File: config.mk
export PLATFORM = sky130hd
export DESIGN_NAME = bus_arbiter
export DESIGN_NICKNAME = d
export VERILOG_FILES = /design/src/rtl/bus_arbiter.sv
export SDC_FILE = /design/constraint.sdc
export NUM_CORES = 1
export LEC_CHECK = 0
export ABC_CLOCK_PERIOD_IN_PS = 3300
export CAP_MARGIN = 10
export CORE_MARGIN = 3
export CORE_UTILIZATION = 25
export CTS_CLUSTER_SIZE = 30
export DETAILED_ROUTE_END_ITERATION = 12
export GPL_TIMING_DRIVEN = 0
export SYNTH_ARGS = -nofsm -noshare
export SYNTH_HDL_FRONTEND = slang
export SYNTH_SLANG_ARGS = --single-unit
export TNS_END_PERCENT = 20
File: constraint.sdc
create_clock -name i_clk -period 3.3 [get_ports i_clk]
set_input_delay 0.66 -clock i_clk [delete_from_list [all_inputs] [get_ports i_clk]]
set_output_delay 0.66 -clock i_clk [all_outputs]
set_load 0.005 [all_outputs]
File: src/rtl/bus_arbiter.sv
// rtl/bus_arbiter.sv - two-master round-robin bus arbiter with transaction watchdog
module bus_arbiter #(
    parameter int ADDR_W = 32,
    parameter int DATA_W = 32,
    parameter int TMO_W  = 8
) (
    input  logic              i_clk,
    input  logic              i_rst,
    input  logic              i_m0_req,
    input  logic              i_m0_we,
    input  logic [ADDR_W-1:0] i_m0_addr,
    input  logic [DATA_W-1:0] i_m0_wdata,
    output logic [DATA_W-1:0] o_m0_rdata,
    output logic              o_m0_ack,
    input  logic              i_m1_req,
    input  logic              i_m1_we,
    input  logic [ADDR_W-1:0] i_m1_addr,
    input  logic [DATA_W-1:0] i_m1_wdata,
    output logic [DATA_W-1:0] o_m1_rdata,
    output logic              o_m1_ack,
    output logic              o_err,
    output logic              o_mem_req,
    output logic              o_mem_we,
    output logic [ADDR_W-1:0] o_mem_addr,
    output logic [DATA_W-1:0] o_mem_wdata,
    input  logic [DATA_W-1:0] i_mem_rdata,
    input  logic              i_mem_ready,
    output logic              o_grant
);
    typedef enum logic [1:0] {ST_IDLE, ST_ISSUE, ST_WAIT, ST_ACK} state_t;

    localparam logic [TMO_W-1:0] TMO_MAX = {TMO_W{1'b1}};

    state_t            state, state_d;
    logic              last_grant, last_grant_d;
    logic              grant_d;
    logic [TMO_W-1:0]  cnt, cnt_d, cnt_inc;
    logic              mem_req_d, mem_we_d;
    logic [ADDR_W-1:0] mem_addr_d;
    logic [DATA_W-1:0] mem_wdata_d;
    logic              m0_ack_d, m1_ack_d, err_d;
    logic [DATA_W-1:0] m0_rdata_d, m1_rdata_d;
    logic              pick, done, timed_out;
    logic [DATA_W-1:0] done_rdata;

    // Watchdog saturates instead of wrapping.
    always_comb begin
        cnt_inc = (cnt == TMO_MAX) ? cnt : cnt + 1'b1;
    end

    always_comb begin
        state_d      = state;
        last_grant_d = last_grant;
        grant_d      = o_grant;
        cnt_d        = cnt;
        mem_req_d    = o_mem_req;
        mem_we_d     = o_mem_we;
        mem_addr_d   = o_mem_addr;
        mem_wdata_d  = o_mem_wdata;
        m0_ack_d     = 1'b0;
        m1_ack_d     = 1'b0;
        m0_rdata_d   = '0;
        m1_rdata_d   = '0;
        err_d        = 1'b0;
        pick         = 1'b0;
        done         = 1'b0;
        timed_out    = 1'b0;
        done_rdata   = '0;

        case (state)
            ST_IDLE: begin
                if (i_m0_req || i_m1_req) begin
                    pick        = (i_m0_req && i_m1_req) ? ~last_grant : i_m1_req;
                    grant_d     = pick;
                    mem_we_d    = pick ? i_m1_we    : i_m0_we;
                    mem_addr_d  = pick ? i_m1_addr  : i_m0_addr;
                    mem_wdata_d = pick ? i_m1_wdata : i_m0_wdata;
                    mem_req_d   = 1'b1;
                    state_d     = ST_ISSUE;
                end
            end
            ST_ISSUE: begin
                cnt_d   = '0;
                state_d = ST_WAIT;
            end
            ST_WAIT: begin
                // Ready is tested first so it wins over a same-cycle timeout.
                if (i_mem_ready) begin
                    done       = 1'b1;
                    done_rdata = o_mem_we ? '0 : i_mem_rdata;
                end else begin
                    cnt_d = cnt_inc;
                    if (cnt_inc == TMO_MAX) begin
                        done      = 1'b1;
                        timed_out = 1'b1;
                    end
                end
                if (done) begin
                    mem_req_d  = 1'b0;
                    err_d      = timed_out;
                    m0_ack_d   = ~o_grant;
                    m1_ack_d   = o_grant;
                    m0_rdata_d = o_grant ? '0 : done_rdata;
                    m1_rdata_d = o_grant ? done_rdata : '0;
                    state_d    = ST_ACK;
                end
            end
            ST_ACK: begin
                last_grant_d = o_grant;
                state_d      = ST_IDLE;
            end
        endcase
    end

    always_ff @(posedge i_clk) begin
        if (!i_rst) begin
            state       <= ST_IDLE;
            last_grant  <= 1'b1;
            cnt         <= '0;
            o_grant     <= 1'b0;
            o_mem_req   <= 1'b0;
            o_mem_we    <= 1'b0;
            o_mem_addr  <= '0;
            o_mem_wdata <= '0;
            o_m0_ack    <= 1'b0;
            o_m1_ack    <= 1'b0;
            o_m0_rdata  <= '0;
            o_m1_rdata  <= '0;
            o_err       <= 1'b0;
        end else begin
            state       <= state_d;
            last_grant  <= last_grant_d;
            cnt         <= cnt_d;
            o_grant     <= grant_d;
            o_mem_req   <= mem_req_d;
            o_mem_we    <= mem_we_d;
            o_mem_addr  <= mem_addr_d;
            o_mem_wdata <= mem_wdata_d;
            o_m0_ack    <= m0_ack_d;
            o_m1_ack    <= m1_ack_d;
            o_m0_rdata  <= m0_rdata_d;
            o_m1_rdata  <= m1_rdata_d;
            o_err       <= err_d;
        end
    end

endmodule

==> impl_metrics.py <==
metrics = {
    "status": {
        "status": "complete, no violations",
    },
    "synthesis": {
        "syn_inst": 534,
        "synth-seq-cells": 145,
        "ys_top_cells_by_area": "dfxtp_1, mux2i_1, a211oi_1, and2_1, nor2_1",
        "synth_flop_cell": "dfxtp_1",
        "avgSynthCellArea_um2": 10.23,
        "netlist_area_mm2": 0.005465,
        "ys_seq_area_frac": 0.5311,
        "yosysUniqueCellTypes": 44,
        "synth_top_area_share": 0.5311,
        "async_flop_share": 0,
        "yosys.area.top_type": "dfxtp_1",
        "synth-edff-count": 0,
        "yosysWarnings": 0,
        "synth_nets": 706,
    },
    "setup_path": {
        "cp_slowest_cell": "clkdlybuf4s50_1",
        "reg2regPathDepth": 8,
        "critPathMaxStageDelay_ns": 0.50,
        "cp-end-kind": "flop",
        "cp_cell_sequence": "clkdlybuf4s50_1 > a21boi_1 > buf_2 > buf_4 > mux2i_1 > a211oi_1",
        "worstSetupStartpointType": "primary input",
        "critical_path_arrival_ns": 2.74,
        "crit_fanout": 10,
        "cp.required_ns": 3.57,
        "critPathKind": "in -> reg",
    },
    "clock_tree": {
        "max-clock-path-buffers": 2,
        "path_clk_slew_ns": 0.06,
        "root_buffer": "clkbuf_16",
        "post_cts_buffers": 0,
        "cts.hold.buffers_added": 0,
        "cts.sinks": 145,
        "cts_tree": "done",
        "cts_max_level": 4,
        "post_cts_resized": 0,
        "cts_buffers": 17,
        "insertion_delay_ns": 0.42,
    },
    "global_routing": {
        "grt_max_degree": 17,
        "grt_pass1_vias": 5012,
        "grt_overflow": 0,
        "grt_pass1_wl_mm": 28.32,
        "antenna_found_initial": 0,
        "grt_usage": 0.1542,
    },
    "sta": {
        "worst_pin_slew_ns": 0.7099,
        "period_minus_slack_ns": 2.474,
        "holdWs_ns": 0.4808,
        "fin_ws_ns": 0.8260,
        "fin_tns_setup_ns": 0,
        "max_slew_margin": 0.5267,
        "slew_violations": 0,
        "skew_ns": 0.01326,
        "hold_viol_final": 0,
        "rsz0062_at_grt": "false",
        "post-route-period-util": 0.7497,
        "max_freq_mhz": 404.2,
        "setup_viol": 0,
    },
    "finish": {
        "diodes": 0,
        "drive_gt1_frac": 0.06012,
        "area_delta_synth_final_pct": 71.25,
        "final_nets": 1024,
        "ff_latch_area_mm2": 0.002903,
        "nFillCells": 2127,
        "multi_input_area_mm2": 0.002360,
    },
    "power": {
        "irDropWorstVdd_mv": 0.2654,
        "combPwrFrac": 0.346,
        "cellLeakagePower_uw": 0.003519,
        "power.density_mw_per_mm2": 670.5,
        "p_sw_frac": 0.3253,
        "pwr-share-clk": 0.290,
        "p_switching_uw": 2041,
        "seqPwrFrac": 0.364,
        "power.internal_uw": 4234,
    },
    "placed_design": {
        "hpwl_mm": 14.60,
        "gp_congestion": 0.7493,
        "portBuffers": 299,
        "pre_cts_ws_ns": 0.4030,
    },
    "die": {
        "die_h_um": 153.9,
        "dieArea_mm2": 0.02367,
        "initial_utilization": 0.2575,
        "num_rows": 53,
        "die_w_um": 153.9,
        "core_mm2": 0.02122,
        "ios": 301,
    },
    "routing": {
        "wl_per_cell_um": 16.24,
        "via_per_inst": 4.344,
        "first_pass_iters": 6,
        "postRouteAntennaNets": 0,
        "vias": 4952,
        "drtIter0Drc": 195,
        "routed_wl_mm": 18.52,
        "drc": 0,
    },
    "hold_path": {
        "min_path_type": "reg -> reg",
        "holdPathStages": 2,
    },
    "job": {
        "max_cap_violations": 0,
    },
}
==> worst paths after layout <==
| check | startpoint | to | slack, ns |
|---|---|---|---|
| setup / recovery | i_m1_req | o_mem_addr[26] | 0.83 |
| hold / removal | last_grant | last_grant | 0.48 |
| setup reg to reg | state[0] | o_mem_addr[19] | 1.15 |
| hold reg to reg | last_grant | last_grant | 0.48 |
==> per-stage QoR <==
stage          cells  cell area (µm²)  total power (µW)    util
2_1_floorplan    534             5465              3292       -
5_1_grt         1140             9359              6698  0.4410
4_1_cts         1140             9359              6375  0.4410
6_report        1140             9359              6275  0.4410
3_3_place_gp    1108             8802              4503  0.4148
3_5_place_dp    1108             8802              4520  0.4148
==> synth_stat cells (6+ instances only) <==
| library cell | instances |
|---|---|
| dfxtp_1 | 145 |
| nor2_1 | 70 |
| a211oi_1 | 67 |
| mux2i_1 | 67 |
| and2_1 | 65 |
| clkbuf_1 | 23 |
| nand2_1 | 13 |
| a21oi_1 | 9 |
| buf_1 | 6 |
| buf_2 | 6 |
| buf_4 | 6 |
==> power groups by stage <==
stage | Combinational [µW] | Sequential [µW] | Clock (µW)
final | 2170 | 2280 | 1820
after global routing | 2410 | 2330 | 1960
after CTS | 2210 | 2280 | 1880
after detailed placement | 2200 | 2320 | 0
after global placement | 2200 | 2300 | 0
after floorplan | 959 | 2330 | 0
==> critical path: cells and delay by family <==
family                 cells  cell delay, ns
muxes                      1            0.32
buffers and inverters      3            1.20
AOI/OAI and AO/OA          2            0.56
==> sequential cells by signal, summed over array words and instances (netlist names) <==
name	count
o_m0_rdata	32
o_m1_rdata	32
o_mem_addr	32
o_mem_wdata	32
cnt	8
state	2
last_grant	1
o_err	1
o_grant	1
o_m0_ack	1
o_m1_ack	1
o_mem_req	1
o_mem_we	1
==> cell families (layout without fill, tap and decap cells) <==
| logic type | Yosys count | count (layout) | synth area share |
|---|---|---|---|
| adder cells (fa/ha/maj) | 5 | 5 | 0.01145 |
| buffers and inverters | 46 | 377 | 0.03709 |
| AO/OA/AOI/OAI | 101 | 101 | 0.1394 |
| AND/OR/NAND/NOR | 170 | 170 | 0.1582 |
| flip-flops | 145 | 145 | 0.5311 |
| multiplexers | 67 | 67 | 0.1227 |
==> layout make-up <==
class,count,area share
buffer,41,0.01965
tap,275,0.03676
sequential,145,0.3102
inverter,5,0.002005
multi-input combinational,343,0.2521
timing repair buffer,299,0.3198
clock buffer,18,0.04693
clock inverter,14,0.01257
==> routing by layer <==
| metal | track usage | routed length, µm |
|---|---|---|
| met5 | 0 | 0 |
| met1 | 0.1895 | 7939 |
| met3 | 0.05854 | 1811 |
| met2 | 0.2536 | 8611 |
| met4 | 0.04289 | 152 |
==> layout by cell type (no fill, tap or decap), types with 2 or more instances in the layout <==
cell             Yosys  layout
and3_1               3       3
o21ai_0              3       3
clkinvlp_4           0       2
nor2b_1              2       2
buf_2                6       6
clkbuf_1            23      23
clkinv_2             0       2
a21oi_1              9       9
nand3_1              4       4
inv_8                0       2
clkdlybuf4s50_1      0     299
buf_1                6       6
a211oi_1            67      67
a31oi_1              3       3
and2_1              65      65
ha_1                 5       5
mux2i_1             67      67
nor2_1              70      70
dfxtp_1            145     145
a22oi_1              2       2
inv_1                5       5
inv_6                0       7
nor3_1               5       5
clkbuf_16            0      17
a21o_1               2       2
nand2_1             13      13
buf_4                6       6
(Power assumes the default switching activity.)
